[src/rtl/audio_out_sequencer_if.sv]
// rtl/audio_out_sequencer_if.sv - mixer push port and controller DAC write port
interface audio_out_sequencer_if #(
    parameter int DATA_W = 32
);
    logic              mix_valid;
    logic [DATA_W-1:0] mix_data;
    logic              mix_ready;
    logic              audio_out_allowed;
    logic              write_audio_out;
    logic [DATA_W-1:0] left_channel_audio_out;
    logic [DATA_W-1:0] right_channel_audio_out;

    // Environment side: mixer source plus audio controller sink
    modport master (
        output mix_valid,
        output mix_data,
        output audio_out_allowed,
        input  mix_ready,
        input  write_audio_out,
        input  left_channel_audio_out,
        input  right_channel_audio_out
    );

    // Sequencer side
    modport slave (
        input  mix_valid,
        input  mix_data,
        input  audio_out_allowed,
        output mix_ready,
        output write_audio_out,
        output left_channel_audio_out,
        output right_channel_audio_out
    );
endinterface

[src/rtl/audio_out_sequencer.sv]
// rtl/audio_out_sequencer.sv - buffers mixer samples and strobes them into the DAC write port
module audio_out_sequencer #(
    parameter int DATA_W = 32,
    parameter int ADDR_W = 2
) (
    input  logic                  CLOCK_50,
    input  logic                  reset,
    input  logic                  enable,
    input  logic                  mute,
    audio_out_sequencer_if.slave  bus,
    output logic [ADDR_W:0]       fifo_level,
    output logic [15:0]           underrun_count
);
    localparam int DEPTH = 1 << ADDR_W;
    localparam logic [ADDR_W:0] FULL_LEVEL = (ADDR_W + 1)'(DEPTH);

    typedef enum logic [1:0] {
        S_IDLE,
        S_WAIT,
        S_WRITE,
        S_GAP
    } state_t;

    state_t state_q, state_d;

    logic [DATA_W-1:0] mem [DEPTH];
    logic [ADDR_W:0]   wr_ptr_q, rd_ptr_q;
    logic [DATA_W-1:0] sample_q;
    logic              write_q;
    logic              arm_q;
    logic [15:0]       underrun_q;

    logic fifo_full, fifo_empty;
    logic push, pop, flush, underrun_event;

    // Extra pointer bit distinguishes full from empty
    assign fifo_level = wr_ptr_q - rd_ptr_q;
    assign fifo_full  = (fifo_level == FULL_LEVEL);
    assign fifo_empty = (fifo_level == '0);

    assign bus.mix_ready = enable & ~fifo_full;
    assign push          = bus.mix_valid & bus.mix_ready;

    assign bus.write_audio_out         = write_q;
    assign bus.left_channel_audio_out  = sample_q;
    assign bus.right_channel_audio_out = sample_q;
    assign underrun_count              = underrun_q;

    // State register
    always_ff @(posedge CLOCK_50) begin
        if (reset) state_q <= S_IDLE;
        else       state_q <= state_d;
    end

    // Next state, pop, flush and starvation detection
    always_comb begin
        state_d        = state_q;
        pop            = 1'b0;
        flush          = 1'b0;
        underrun_event = 1'b0;
        case (state_q)
            S_IDLE: begin
                if (enable) state_d = S_WAIT;
                else        flush   = 1'b1;
            end
            S_WAIT: begin
                if (!enable) begin
                    flush   = 1'b1;
                    state_d = S_IDLE;
                end else if (bus.audio_out_allowed) begin
                    if (!fifo_empty) begin
                        pop     = 1'b1;
                        state_d = S_WRITE;
                    end else if (arm_q) begin
                        underrun_event = 1'b1;
                    end
                end
            end
            // The strobe always completes, even if enable or allowed drops
            S_WRITE: state_d = S_GAP;
            // One idle cycle lets the controller's allowed flag catch up
            S_GAP: begin
                if (enable) begin
                    state_d = S_WAIT;
                end else begin
                    state_d = S_IDLE;
                    flush   = 1'b1;
                end
            end
            default: state_d = S_IDLE;
        endcase
    end

    // FIFO pointers; flush only happens while enable is low, so it never races a push
    always_ff @(posedge CLOCK_50) begin
        if (reset || flush) begin
            wr_ptr_q <= '0;
            rd_ptr_q <= '0;
        end else begin
            if (push) wr_ptr_q <= wr_ptr_q + 1'b1;
            if (pop)  rd_ptr_q <= rd_ptr_q + 1'b1;
        end
    end

    // FIFO storage, no reset needed since the pointers gate every read
    always_ff @(posedge CLOCK_50) begin
        if (push) mem[wr_ptr_q[ADDR_W-1:0]] <= bus.mix_data;
    end

    // Output sample, loaded only on WAIT to WRITE; mute zeroes data but still consumes
    always_ff @(posedge CLOCK_50) begin
        if (reset)    sample_q <= '0;
        else if (pop) sample_q <= mute ? '0 : mem[rd_ptr_q[ADDR_W-1:0]];
    end

    // Registered write strobe, high exactly while in WRITE
    always_ff @(posedge CLOCK_50) begin
        if (reset) write_q <= 1'b0;
        else       write_q <= (state_d == S_WRITE);
    end

    // Arm flag: one underrun per starvation episode, re-armed by each write
    always_ff @(posedge CLOCK_50) begin
        if (reset)                     arm_q <= 1'b1;
        else if (underrun_event)       arm_q <= 1'b0;
        else if (state_q == S_WRITE)   arm_q <= 1'b1;
    end

    // Saturating underrun counter, cleared only by reset
    always_ff @(posedge CLOCK_50) begin
        if (reset)
            underrun_q <= '0;
        else if (underrun_event && (underrun_q != 16'hFFFF))
            underrun_q <= underrun_q + 16'd1;
    end
endmodule

[src/flat_wrapper.sv]
// flat-port wrapper written by rule: the top's interface ports become plain ports
module audio_out_sequencer_flat 
#(
    parameter int DATA_W = 32,
    parameter int ADDR_W = 2
)
  (CLOCK_50, reset, enable, mute, fifo_level, underrun_count, bus_mix_valid, bus_mix_data, bus_audio_out_allowed, bus_mix_ready, bus_write_audio_out, bus_left_channel_audio_out, bus_right_channel_audio_out);
  audio_out_sequencer_if #(.DATA_W(DATA_W)) bus_i ();
  input  logic CLOCK_50;
  input  logic reset;
  input  logic enable;
  input  logic mute;
  output logic [ADDR_W:0] fifo_level;
  output logic [15:0] underrun_count;
  input wire logic [$bits(bus_i.mix_valid)-1:0] bus_mix_valid;
  input wire logic [$bits(bus_i.mix_data)-1:0] bus_mix_data;
  input wire logic [$bits(bus_i.audio_out_allowed)-1:0] bus_audio_out_allowed;
  output wire logic [$bits(bus_i.mix_ready)-1:0] bus_mix_ready;
  output wire logic [$bits(bus_i.write_audio_out)-1:0] bus_write_audio_out;
  output wire logic [$bits(bus_i.left_channel_audio_out)-1:0] bus_left_channel_audio_out;
  output wire logic [$bits(bus_i.right_channel_audio_out)-1:0] bus_right_channel_audio_out;
  assign bus_i.mix_valid = bus_mix_valid;
  assign bus_i.mix_data = bus_mix_data;
  assign bus_i.audio_out_allowed = bus_audio_out_allowed;
  assign bus_mix_ready = bus_i.mix_ready;
  assign bus_write_audio_out = bus_i.write_audio_out;
  assign bus_left_channel_audio_out = bus_i.left_channel_audio_out;
  assign bus_right_channel_audio_out = bus_i.right_channel_audio_out;
  audio_out_sequencer #(.DATA_W(DATA_W), .ADDR_W(ADDR_W)) u_core (.CLOCK_50(CLOCK_50), .reset(reset), .enable(enable), .mute(mute), .bus(bus_i), .fifo_level(fifo_level), .underrun_count(underrun_count));
endmodule
[config.mk]
export PLATFORM = sky130hd
export DESIGN_NAME = audio_out_sequencer_flat
export DESIGN_NICKNAME = d
export VERILOG_FILES = /design/src/rtl/audio_out_sequencer_if.sv /design/src/rtl/audio_out_sequencer.sv /design/src/flat_wrapper.sv
export SDC_FILE = /design/constraint.sdc
export NUM_CORES = 1
export LEC_CHECK = 0
export BUFFER_PORTS_ARGS = -buffer_cell sky130_fd_sc_hd__buf_2
export CAP_MARGIN = 20
export CORE_AREA = 4 4 180 112
export CTS_CLUSTER_DIAMETER = 120
export DETAILED_ROUTE_END_ITERATION = 8
export DIE_AREA = 0 0 184 116
export HOLD_SLACK_MARGIN = 0.03
export PLACE_DENSITY = 0.62
export SETUP_SLACK_MARGIN = 0.02
export SYNTH_ARGS = -nofsm -noshare
export SYNTH_HDL_FRONTEND = slang
export SYNTH_SLANG_ARGS = --single-unit
[constraint.sdc]
create_clock -name CLOCK_50 -period 3.43 [get_ports CLOCK_50]
set_input_delay 0.686 -clock CLOCK_50 [delete_from_list [all_inputs] [get_ports CLOCK_50]]
set_output_delay 0.686 -clock CLOCK_50 [all_outputs]
set_load 0.005 [all_outputs]
# == Word-level counts from Yosys, hierarchy flattened ==
# Memories as Yosys holds them, arrays and structs flattened. A register that Yosys moved wholly into a read port is not among the register bits.
# Index checks and enable logic that the tools add are counted.
# totals
ff_bits,58
latch_bits,0
mem_bits_rw,128
romBits,0
n_memories,1
# memory_table
name,words,width,read_ports,rd_clocked_by_memory_dff,write_ports,line_no,rtl
u_core.mem,4,32,1,1,1,audio_out_sequencer.sv:26,logic [DATA_W-1:0] mem [DEPTH];
# op_classes
n_addsub,4
n_mul,0
div_mod_pow,0
magnitude_cmp,0
n_eq_ne,6
shifts,0
muxes,24
bitwise_logic,3
reduce_logical,6
# ops
op,n
2-to-1 mux 32 bit,1
adder 16 x 1 -> 16 bit (second input constant),1
2-to-1 mux 1 bit,16
inequality test 16 bit (second input constant),1
2-to-1 mux 2 bit,6
one-hot mux 2 bit (4 select lines),1
adder 3 x 1 -> 3 bit (second input constant),2
== test 2 bit (second input constant),3
== test 3 bit (second input constant),1
logical NOT 3 bit,1
OR reduction 3 bit,1
subtractor 3 bit,1
AND 1 bit,2
== test 2 x 1 -> 1 bit (second input constant),1
logical NOT 2 bit,1
nonzero test 2 bit,1
logical AND 1 bit,1
logical OR 1 bit,1
NOT 1 bit,1

# == Longest topological paths before layout ==
# logic_depth
ltp_word,8
mapped_depth,8
mapped_depth_nobuf,7

# == Worst setup path before layout ==
# OpenSTA, ideal clock, no wires.
# synth_path
kind,register to register
from,register u_core.wr_ptr_q[0]
to,memory u_core.mem[3][0] (enable)
setup_ns,0.392
arrival_time_ns,2.571
required_ns,3.038
path_slack_ns,0.467
path_stages_with_launch,7
period_less_slack_ns,2.963
cell_sequence,dfxtp_1 -> inv_1 -> ha_1 -> fa_1 -> and2_1 -> a21oi_1 -> and2_1
# synth_via
elab_chain_cells,7
# synth_rtl
element,line_no,rtl
start: declaration,audio_out_sequencer.sv:27,"logic [ADDR_W:0] wr_ptr_q, rd_ptr_q;"
start signal: assignment,audio_out_sequencer.sv:100,if (push) wr_ptr_q <= wr_ptr_q + 1'b1;
subtractor 3 bit,audio_out_sequencer.sv:37,assign fifo_level = wr_ptr_q - rd_ptr_q;
== test 3 bit,audio_out_sequencer.sv:38,assign fifo_full = (fifo_level == FULL_LEVEL);
NOT 1 bit,audio_out_sequencer.sv:41,assign bus.mix_ready = enable & ~fifo_full;
AND 1 bit,audio_out_sequencer.sv:41,
AND 1 bit,audio_out_sequencer.sv:42,assign push = bus.mix_valid & bus.mix_ready;
2-to-1 mux 1 bit,audio_out_sequencer.sv:107,if (push) mem[wr_ptr_q[ADDR_W-1:0]] <= bus.mix_data;
2-to-1 mux 1 bit (implied by the code),audio_out_sequencer.sv:107,
end: declaration,audio_out_sequencer.sv:26,
# Several ways; a longest one is shown, not always the timed one.

# == Final worst setup path ==
# layout_path
from,register u_core.wr_ptr_q[0]
to,output port bus_mix_ready
# layout_via
elab_chain_cells,4
# layout_rtl
element,line_no,rtl
subtractor 3 bit,audio_out_sequencer.sv:37,
== test 3 bit,audio_out_sequencer.sv:38,
NOT 1 bit,audio_out_sequencer.sv:41,
AND 1 bit,audio_out_sequencer.sv:41,
end: declaration,flat_wrapper.sv:18,output wire logic [$bits(bus_i.mix_ready)-1:0] bus_mix_ready;
# Every way passes these cells.

==> reports/metrics.cfg <==
[global_route]
grt_start_max_net_pins=33
antenna_found_initial=1
overflow=0
grt_pass1_wl_um=23500
grt_usage_pct=14.6
grt_pass1_vias=4088

[pwr]
p_switching_w=0.000998
combPwrFrac_pct=2.7
switching_share_pct=22.4
pwr-share-clk_pct=42.4
powerDensity_nw_per_um2=517
p_leak_nw=3.25
p_int_w=0.00346
pwr-share-seq_pct=55.0
peakVddDrop_mv=0.355

[routing]
vias=4132
first_pass_iters=4
drt_wl_total_um=15100
first_iter_violations=324
post_drt_via_cell_ratio=5.17
final_antenna_net_count=0
avgRoutedWirePerCell_um=18.9
drcViolationCount=0

[logic_synthesis]
yosysTopAreaCell=edfxtp_1
synth_area_per_cell_um2=16.8
synthFlopType=edfxtp_1
yosysTopAreaCellShare_pct=52.4
mappedNetlistArea_um2=7340
synth-seq-area-share_pct=68.8
postSynthCellCount=438
synthArstFlopShare_pct=0
synth_cell_types=45
synthMostInstantiatedCell=edfxtp_1
synth_fp_nets=484
synth_common_cells=edfxtp_1 (128), dfxtp_1 (60), a22o_1 (32), buf_4 (32), mux4_2 (32)
ys_ff_latch=188
synth-edff-count=128
ys_warn_count=0
synthTopCellsByArea=edfxtp_1 (52%), dfxtp_1 (16%), mux4_2 (9.8%)

[cts]
cts_resized=0
clk_pin_slew_ns=0.07
cts_setup_buffers=0
clk_latency_ns=0.43
cts_buffers=17
cts_tree=built
cts_max_level=4
clock_path_buffers=2
clock-sinks=188
cts-root-buf=clkbuf_16
ctsHoldBuffers=0

[critical_path]
critical_path_class=reg2out
cp-end-kind=output port
cp_data_arrival_time_ns=2.39
critical_path_required_ns=2.74
startpoint_type=register
path_max_fanout=6

[floorplan]
coreArea_um2=18600
die_area_um2=21300
fp-row-count=39
io_pins=123
initial_core_util_pct=39.4
die_x_um=184
die_y_um=116

[cells_and_area]
final_net_count=587
fillers=1608
multiInputGateArea_um2=1950
antenna_cells=0
drive_above_1_share_pct=38.4
syn_to_final_growth_pct=17.7
regArea_um2=5050

[timing]
tightest_slew_ns=0.920
fin_crit_ns=3.07
fin_ws_ns=0.357
hold_viol_final=0
setup_viol=0
whs_ns=0.475
slew_headroom_pct=38.7
slew_viol_final=0
max_freq_ghz=0.325
fin_setup_tns_ns=0
period_share_pct=89.6
rsz0062_at_grt=no
fin_skew_ns=0.0170

[placement]
place_hpwl_um=9950
io_buffers=122
pre_cts_ws_ns=0.696
gp_congestion=0.817

[run]
drv_cap=0

[worst_hold_path]
worstHoldPathType=in2reg

[status]
status=finished, final reports clean

[stage by stage]
stage	utilization [%]	cell area (µm²)	total power [W]	cells
after floorplan	-	7340	0.00256	438
after global placement	43.2	8060	0.00262	768
after detailed placement	43.2	8060	0.00262	768
after CTS	46.3	8630	0.00451	800
after global routing	46.3	8630	0.00462	800
final	46.3	8630	0.00446	800
[layout make-up]
type	instances	area share, %
clock buffer	18	4.97
clock inverter	14	1.74
inverter	9	0.391
multi-input combinational	191	22.6
sequential	188	58.5
tap	246	3.56
timing repair buffer	134	8.26
[worst max-delay path, stage by stage (launching register included)]
cell      delay, ns
dfxtp_1        0.42
inv_1          0.11
ha_1           0.20
fa_1           0.48
and2_1         0.28
a21boi_0       0.30
buf_2          0.17
[kinds of logic after synthesis]
logic type	count (synthesis)	synth area share, %
AO/OA/AOI/OAI	61	6.36
XOR/XNOR	5	0.819
adder cells (fa/ha/maj)	8	1.47
buffers and inverters	59	4.93
flip-flops	188	68.8
multiplexers	40	11.0
AND/OR/NAND/NOR	77	6.67
[state kept, by name, summed over array words and instances, names as in the netlist, named ones only]
signal	flops
u_core.wr_ptr_q	3
u_core.mem	128
u_core.bus.write_audio_out	1
u_core.state_q	2
u_core.underrun_count	16
u_core.arm_q	1
u_core.rd_ptr_q	3
u_core.bus.left_channel_audio_out	32
[worst paths after layout]
| check | from | to | slack, ns | depth (start not counted) |
|---|---|---|---|---|
| setup / recovery | u_core.wr_ptr_q[0] | bus_mix_ready | 0.36 | 6 |
| hold / removal | bus_mix_data[24] | u_core.mem[3][24] | 0.48 | 1 |
| setup reg to reg | u_core.wr_ptr_q[0] | u_core.mem[0][21] | 0.66 | 8 |
| hold reg to reg | u_core.state_q[1] | u_core.state_q[1] | 0.49 | 2 |
[layout by cell type (no fill, tap or decap), types with 5 or more instances in the layout]
cell type / Yosys / routed
nand2_1: 7 / 7
o31ai_1: 6 / 6
nand3_1: 8 / 8
nor3_1: 5 / 5
nor2_1: 15 / 15
buf_4: 32 / 11
dfxtp_1: 60 / 58
mux4_2: 32 / 32
ha_1: 7 / 7
a21oi_1: 11 / 10
buf_2: 4 / 122
inv_8: 0 / 5
clkinv_4: 0 / 6
clkbuf_16: 0 / 17
a22o_1: 32 / 32
edfxtp_1: 128 / 128
or4_1: 6 / 6
nand2b_1: 5 / 5
inv_1: 9 / 9
nor2b_1: 5 / 5
[power by group through the flow]
stage                     clock network (W)  registers (W)  logic [W]
after floorplan                           0        0.00250  0.0000549
after global placement                    0        0.00250   0.000118
after detailed placement                  0        0.00250   0.000121
after CTS                           0.00194        0.00245   0.000122
after global routing                0.00204        0.00245   0.000131
final                               0.00189        0.00245   0.000120
[metal layers]
layer	up-vias	track usage, %	routed length [µm]	part of all wire (%)
met5	-	0	13	0.086
met4	2	4.33	70	0.46
met3	8	4.05	1140	7.5
met2	141	22.0	6850	45
met1	2082	20.8	7050	47
li1	1899	-	-	-
No activity file was read; power rests on OpenSTA's default activity.
